File: config.mk
export PLATFORM = sky130hd
export DESIGN_NAME = serial_lut_loader_flat
export DESIGN_NICKNAME = d
export VERILOG_FILES = /design/src/rtl/serial_lut_loader_if.sv /design/src/rtl/serial_lut_loader.sv /design/src/flat_wrapper.sv
export SDC_FILE = /design/constraint.sdc
export NUM_CORES = 1
export LEC_CHECK = 0
export ABC_AREA = 1
export BUFFER_PORTS_ARGS = -buffer_cell sky130_fd_sc_hd__buf_2
export CORE_MARGIN = 1
export CORE_UTILIZATION = 49
export CTS_BUF_LIST = sky130_fd_sc_hd__clkbuf_16
export DETAILED_ROUTE_END_ITERATION = 6
export GPL_ROUTABILITY_DRIVEN = 0
export GPL_TIMING_DRIVEN = 0
export HOLD_SLACK_MARGIN = 0.1
export PLACE_DENSITY = 0.72
export SYNTH_ARGS = -nofsm -noshare
export SYNTH_HDL_FRONTEND = slang
export SYNTH_SLANG_ARGS = --single-unit
File: constraint.sdc
create_clock -name clk -period 1.95 [get_ports clk]
set_input_delay 0.195 -clock clk [delete_from_list [all_inputs] [get_ports clk]]
set_output_delay 0.195 -clock clk [all_outputs]
set_load 0.05 [all_outputs]
File: src/rtl/serial_lut_loader_if.sv
// serial_lut_loader_if
//   Table-entry write port of the serial LUT loader: the host offers one
//   OUT_WIDTH-bit entry with wr_valid, the loader takes it when wr_ready is high.
interface serial_lut_loader_if #(
    parameter int OUT_WIDTH = 3
);
    logic                 wr_valid;
    logic [OUT_WIDTH-1:0] wr_data;
    logic                 wr_ready;

    modport master (
        output wr_valid,
        output wr_data,
        input  wr_ready
    );

    modport slave (
        input  wr_valid,
        input  wr_data,
        output wr_ready
    );
endinterface

File: src/rtl/serial_lut_loader.sv
// serial_lut_loader
//   Fills a 2**IN_WIDTH x OUT_WIDTH serial-load LUT. Each entry taken over the
//   valid/ready write port is shifted out MSB-first on sr_d while sr_cs_n is low;
//   after NUM_ENT entries a one-cycle done pulse is produced.
//   Optional feature macro: LUT_LOADER_ROT_EN adds the rot_req input and a
//   one-cycle ROT state that drives sr_rot_n low; without it sr_rot_n stays 1.
module serial_lut_loader #(
    parameter int IN_WIDTH  = 4,
    parameter int OUT_WIDTH = 3
) (
    input  logic                clk,
    input  logic                rst_n,
    input  logic                start,
    input  logic                abort,
`ifdef LUT_LOADER_ROT_EN
    input  logic                rot_req,
`endif
    serial_lut_loader_if.slave  wr,
    output logic                sr_d,
    output logic                sr_cs_n,
    output logic                sr_rot_n,
    output logic                busy,
    output logic                done,
    output logic [IN_WIDTH:0]   ent_cnt
);

    localparam int NUM_ENT = 1 << IN_WIDTH;
    localparam int BIT_W   = (OUT_WIDTH > 1) ? $clog2(OUT_WIDTH) : 1;

    // Index of the last serial bit of an entry, and the count value that marks
    // the final entry of a table (checked before the increment lands).
    localparam logic [BIT_W-1:0]  LAST_BIT = BIT_W'(OUT_WIDTH - 1);
    localparam logic [IN_WIDTH:0] LAST_ENT = (IN_WIDTH + 1)'(NUM_ENT - 1);
    localparam logic [IN_WIDTH:0] ONE_ENT  = (IN_WIDTH + 1)'(1);
    localparam logic [BIT_W-1:0]  ONE_BIT  = BIT_W'(1);

    typedef enum logic [2:0] {
        ST_IDLE  = 3'd0,
        ST_LOAD  = 3'd1,
        ST_SHIFT = 3'd2,
`ifdef LUT_LOADER_ROT_EN
        ST_FIN   = 3'd3,
        ST_ROT   = 3'd4
`else
        ST_FIN   = 3'd3
`endif
    } state_t;

    state_t               state_r;
    logic [OUT_WIDTH-1:0] hold_r;
    logic [BIT_W-1:0]     bit_cnt_r;

    // Loader FSM; every output is a register so the LUT sees clean levels.
    // abort overrides all other inputs and leaves ent_cnt frozen.
    always_ff @(posedge clk or negedge rst_n) begin
        if (!rst_n) begin
            state_r     <= ST_IDLE;
            hold_r      <= {OUT_WIDTH{1'b0}};
            bit_cnt_r   <= {BIT_W{1'b0}};
            wr.wr_ready <= 1'b0;
            sr_d        <= 1'b0;
            sr_cs_n     <= 1'b1;
            sr_rot_n    <= 1'b1;
            busy        <= 1'b0;
            done        <= 1'b0;
            ent_cnt     <= {(IN_WIDTH + 1){1'b0}};
        end else if (abort) begin
            state_r     <= ST_IDLE;
            wr.wr_ready <= 1'b0;
            sr_d        <= 1'b0;
            sr_cs_n     <= 1'b1;
            sr_rot_n    <= 1'b1;
            busy        <= 1'b0;
            done        <= 1'b0;
        end else begin
            case (state_r)
                ST_IDLE: begin
                    done <= 1'b0;
                    if (start) begin
                        // start beats a simultaneous rot_req
                        state_r     <= ST_LOAD;
                        wr.wr_ready <= 1'b1;
                        busy        <= 1'b1;
                        ent_cnt     <= {(IN_WIDTH + 1){1'b0}};
`ifdef LUT_LOADER_ROT_EN
                    end else if (rot_req) begin
                        state_r  <= ST_ROT;
                        sr_rot_n <= 1'b0;
                        busy     <= 1'b1;
`endif
                    end else begin
                        state_r <= ST_IDLE;
                        busy    <= 1'b0;
                    end
                end

                ST_LOAD: begin
                    if (wr.wr_valid && wr.wr_ready) begin
                        // MSB goes out in the first shift cycle straight from the port
                        hold_r      <= wr.wr_data;
                        sr_d        <= wr.wr_data[OUT_WIDTH-1];
                        sr_cs_n     <= 1'b0;
                        wr.wr_ready <= 1'b0;
                        bit_cnt_r   <= {BIT_W{1'b0}};
                        state_r     <= ST_SHIFT;
                    end else begin
                        state_r <= ST_LOAD;
                    end
                end

                ST_SHIFT: begin
                    if (bit_cnt_r == LAST_BIT) begin
                        sr_cs_n <= 1'b1;
                        sr_d    <= 1'b0;
                        ent_cnt <= ent_cnt + ONE_ENT;
                        if (ent_cnt == LAST_ENT) begin
                            state_r <= ST_FIN;
                            done    <= 1'b1;
                        end else begin
                            state_r     <= ST_LOAD;
                            wr.wr_ready <= 1'b1;
                        end
                    end else begin
                        // hold_r[MSB] was already sent; walk the lower bits up
                        bit_cnt_r <= bit_cnt_r + ONE_BIT;
                        sr_d      <= hold_r[OUT_WIDTH-2];
                        hold_r    <= {hold_r[OUT_WIDTH-2:0], 1'b0};
                        state_r   <= ST_SHIFT;
                    end
                end

                ST_FIN: begin
                    done    <= 1'b0;
                    busy    <= 1'b0;
                    state_r <= ST_IDLE;
                end

`ifdef LUT_LOADER_ROT_EN
                ST_ROT: begin
                    sr_rot_n <= 1'b1;
                    busy     <= 1'b0;
                    state_r  <= ST_IDLE;
                end
`endif

                default: begin
                    state_r     <= ST_IDLE;
                    wr.wr_ready <= 1'b0;
                    sr_d        <= 1'b0;
                    sr_cs_n     <= 1'b1;
                    sr_rot_n    <= 1'b1;
                    busy        <= 1'b0;
                    done        <= 1'b0;
                end
            endcase
        end
    end

endmodule

File: src/flat_wrapper.sv
// flat-port wrapper written by rule: the top's interface ports become plain ports
module serial_lut_loader_flat 
#(
    parameter int IN_WIDTH  = 4,
    parameter int OUT_WIDTH = 3
)
  (clk, rst_n, start, abort, sr_d, sr_cs_n, sr_rot_n, busy, done, ent_cnt, wr_wr_valid, wr_wr_data, wr_wr_ready);
  serial_lut_loader_if #(.OUT_WIDTH(OUT_WIDTH)) wr_i ();
  input  logic clk;
  input  logic rst_n;
  input  logic start;
  input  logic abort;
  output logic sr_d;
  output logic sr_cs_n;
  output logic sr_rot_n;
  output logic busy;
  output logic done;
  output logic [IN_WIDTH:0] ent_cnt;
  input wire logic [$bits(wr_i.wr_valid)-1:0] wr_wr_valid;
  input wire logic [$bits(wr_i.wr_data)-1:0] wr_wr_data;
  output wire logic [$bits(wr_i.wr_ready)-1:0] wr_wr_ready;
  assign wr_i.wr_valid = wr_wr_valid;
  assign wr_i.wr_data = wr_wr_data;
  assign wr_wr_ready = wr_i.wr_ready;
  serial_lut_loader #(.IN_WIDTH(IN_WIDTH), .OUT_WIDTH(OUT_WIDTH)) u_core (.clk(clk), .rst_n(rst_n), .start(start), .abort(abort), .wr(wr_i), .sr_d(sr_d), .sr_cs_n(sr_cs_n), .sr_rot_n(sr_rot_n), .busy(busy), .done(done), .ent_cnt(ent_cnt));
endmodule
==> run_results.csv <==
group,metric,value,unit
setup_path,max_stage_delay,0.43,ns
synthesis,synth.avg_cell_area,8.09,sq um
synthesis,yosys_register_bits,16,
cts,cts_buffer_depth,2,
grt,antenna_found_initial,0,
routing,firstDrtPassIters,4,
power,pwr-share-seq,37.7,%
setup_path,worstPathRequired,2.09,ns
sta,worst_slack,0.361,ns
sta,finalCritPeriodShare,81.5,%
setup_path,crit_path_start_kind,"flop",
cells_and_area,drive_above_1_share,28.7,%
min_path,min_path_type,"primary input to flop",
placed_design,post-place-cells,172,
setup_path,end_kind,"flop",
cts,root_buffer,"clkbuf_16",
cells_and_area,design_area,1240,sq um
power,vdd_ir_drop_max,530,uV
synthesis,syn_nets,144,
placed_design,dp_hpwl,1.61,mm
grt,grt_pass1_vias,827,
setup_path,crit_type,"flop to flop",
die,initial_core_util,52.3,%
cells_and_area,fillCellCount,183,
power,power_leakage,0.660,nW
cells_and_area,layout.cells.most_common,"nand2_1",
die,die_w,48.0,um
synthesis,synth_area,1040,sq um
setup_path,worstPathArrival,1.73,ns
setup_path,reg2reg_from,"u_core.ent_cnt[0]",
cells_and_area,finalNonFillerCells,177,
die,ioPinCount,19,
sta,max_freq,0.629,GHz
synthesis,yosysSeqAreaShare,38.8,%
synthesis,yosys.area.top_type,"dfrtp_1",
grt,grt_max_degree,17,
setup_path,crit_path_end,"u_core.wr.wr_ready",
sta,hold-worst-slack,0.180,ns
power,combPwrFrac,24.2,%
routing,dr.first_iter.drc_count,21,
grt,grt_pass1_wl,3.28,mm
placed_design,postPlaceCellArea,1150,sq um
cells_and_area,most-common-layout-cells,"nand2_1 (47), buf_2 (17), dfrtp_1 (15)",
routing,postRouteAntennaNets,0,
placed_design,post-place-ws,0.391,ns
cells_and_area,area.growth.synth_to_final,20.0,%
power,internal_power,0.726,mW
sta,setup_violations,0,
sta,rsz0062_at_grt,"false",
cells_and_area,fin_nets,167,
setup_path,reg2reg_slack,0.36,ns
cts,numCtsBuffers,3,
cts,cts_sinks,16,
die,die_h,48.0,um
routing,via_per_inst,5.01,
power,p_clk_share,38.1,%
sta,slew_viol_final,0,
setup_path,worst-path-max-fanout,6,
synthesis,syn_inst,128,
synthesis,ys_types,25,
power,power_density,862,nW/um^2
synthesis,synth_top_area_share,36.2,%
setup_path,rr_endpoint,"u_core.wr.wr_ready",
power,netSwitchingPower,0.346,mW
setup_path,crit_chain,"ha_1, nand2_1, nor2_1, ha_1, nand2_1, nand2_1, nor2_1, nand3_1, nand2_1, inv_1",
synthesis,synth.area.top_cells,"dfrtp_1 (36%), nand2_1 (17%), ha_1 (9.7%), nand3_1 (4.8%), nand2_4 (3.3%)",
flow_run,maxCapViolCount,0,
grt,grt_remaining_overflow,0,
placed_design,port_buffers,17,
sta,setup-tns-final,0,ns
sta,clock-skew-final,0.00160,ns
die,std_cell_rows,16,
sta,period_minus_slack,1.59,ns
cts,htreeDepth,1,
cts,cts_resized,0,
cts,clk_pin_slew_worst_paths,0.05,ns
outcome,status,"complete, no violations",
cts,clk_latency,0.25,ns
cts,cts_tree,"done",
setup_path,crit_path_frequent_cell,"nand2_1",
synthesis,yosys_warnings,0,
setup_path,crit_start,"u_core.ent_cnt[0]",
setup_path,crit_slowest_cell,"dfrtp_1",
die,dieArea,2300,sq um
routing,routedWlPerCell,12.1,um
routing,drcViolationCount,0,
die,core_area,1980,sq um
power,total_power,1.07,mW
setup_path,reg2regPathDepth,10,
routing,num_vias,886,
routing,drt-total-wl,2.15,mm
grt,grtUsageTotal,20.6,%
sta,hold_violations,0,
power,sw_frac_of_total,32.3,%
cells_and_area,antenna_cells,0,
cells_and_area,post-route-util,62.8,%
[flip-flops by register name, summed over array words and instances, names as in the netlist]
| signal | count |
|---|---|
| u_core.sr_cs_n | 1 |
| u_core.state_r | 2 |
| u_core.done | 1 |
| u_core.wr.wr_ready | 1 |
| u_core.busy | 1 |
| u_core.sr_d | 1 |
| u_core.bit_cnt_r | 2 |
| u_core.hold_r | 2 |
| u_core.ent_cnt | 5 |
[worst min-delay path by stage]
stage               cells after the start          start                   to
global route                            3  wr_wr_data[0]     u_core.hold_r[0]
CTS                                     3  wr_wr_data[0]     u_core.hold_r[0]
detailed placement                      1          rst_n    u_core.state_r[0]
finish                                  3  wr_wr_data[0]     u_core.hold_r[0]
floorplan                               0          rst_n  u_core.bit_cnt_r[0]
global placement                        1          rst_n    u_core.state_r[1]
[logic make-up after synthesis]
| group | count (synthesis) | synth area share (%) |
|---|---|---|
| AO/OA/AOI/OAI | 11 | 10.1 |
| adder cells (fa/ha/maj) | 8 | 9.66 |
| buffers and inverters | 17 | 7.73 |
| flip-flops | 16 | 38.8 |
| other | 1 | 0.362 |
| AND/OR/NAND/NOR | 75 | 33.3 |
[power groups by stage]
stage | Combinational [mW] | Clock (mW) | Sequential (mW)
2_1_floorplan | 0.149 | 0 | 0.458
3_3_place_gp | 0.255 | 0 | 0.408
3_5_place_dp | 0.260 | 0 | 0.410
4_1_cts | 0.262 | 0.411 | 0.404
5_1_grt | 0.288 | 0.418 | 0.411
6_report | 0.259 | 0.409 | 0.404
[cells in the mapped netlist, drive strengths merged]
cell,number
a21oi,1
a31oi,2
buf,2
conb,1
dfrtp,15
dfstp,1
ha,8
inv,15
nand2,51
nand3,10
nand3b,1
nand4,1
nor2,11
o21ai,7
o31ai,1
or2,1
[metal layers]
metal	global-route usage, %	vias up	wire, um
li1	-	443	-
met1	24.5	424	985
met2	37.3	14	1080
met3	3.40	5	52
met4	7.22	0	33
met5	0	-	0
[critical path: cells and delay by family (launching register included)]
family | cells | cell delay, ns
buf+inv | 1 | 0.03
fa+ha+maj | 2 | 0.45
simple gates | 7 | 0.58
flops | 1 | 0.43
[layout make-up]
cell class / instances / area, sq um / share of cell area (%)
flip-flops and latches: 16 / 402 / 32.3
repair buffers: 18 / 95.1 / 7.65
inverters: 15 / 61.3 / 4.93
clock inverters: 1 / 3.75 / 0.302
well taps: 27 / 33.8 / 2.72
clock buffers: 3 / 75.1 / 6.04
plain buffers: 2 / 18.8 / 1.51
multi-input cells: 95 / 554 / 44.6
[repair_timing]
| item | CTS | global route |
|---|---|---|
| hold buffers | 1 | 0 |
| endpoints found under the hold margin | 15 | 0 |
| buffers inserted | 0 | 0 |
Power figures use the tool's default switching activity.
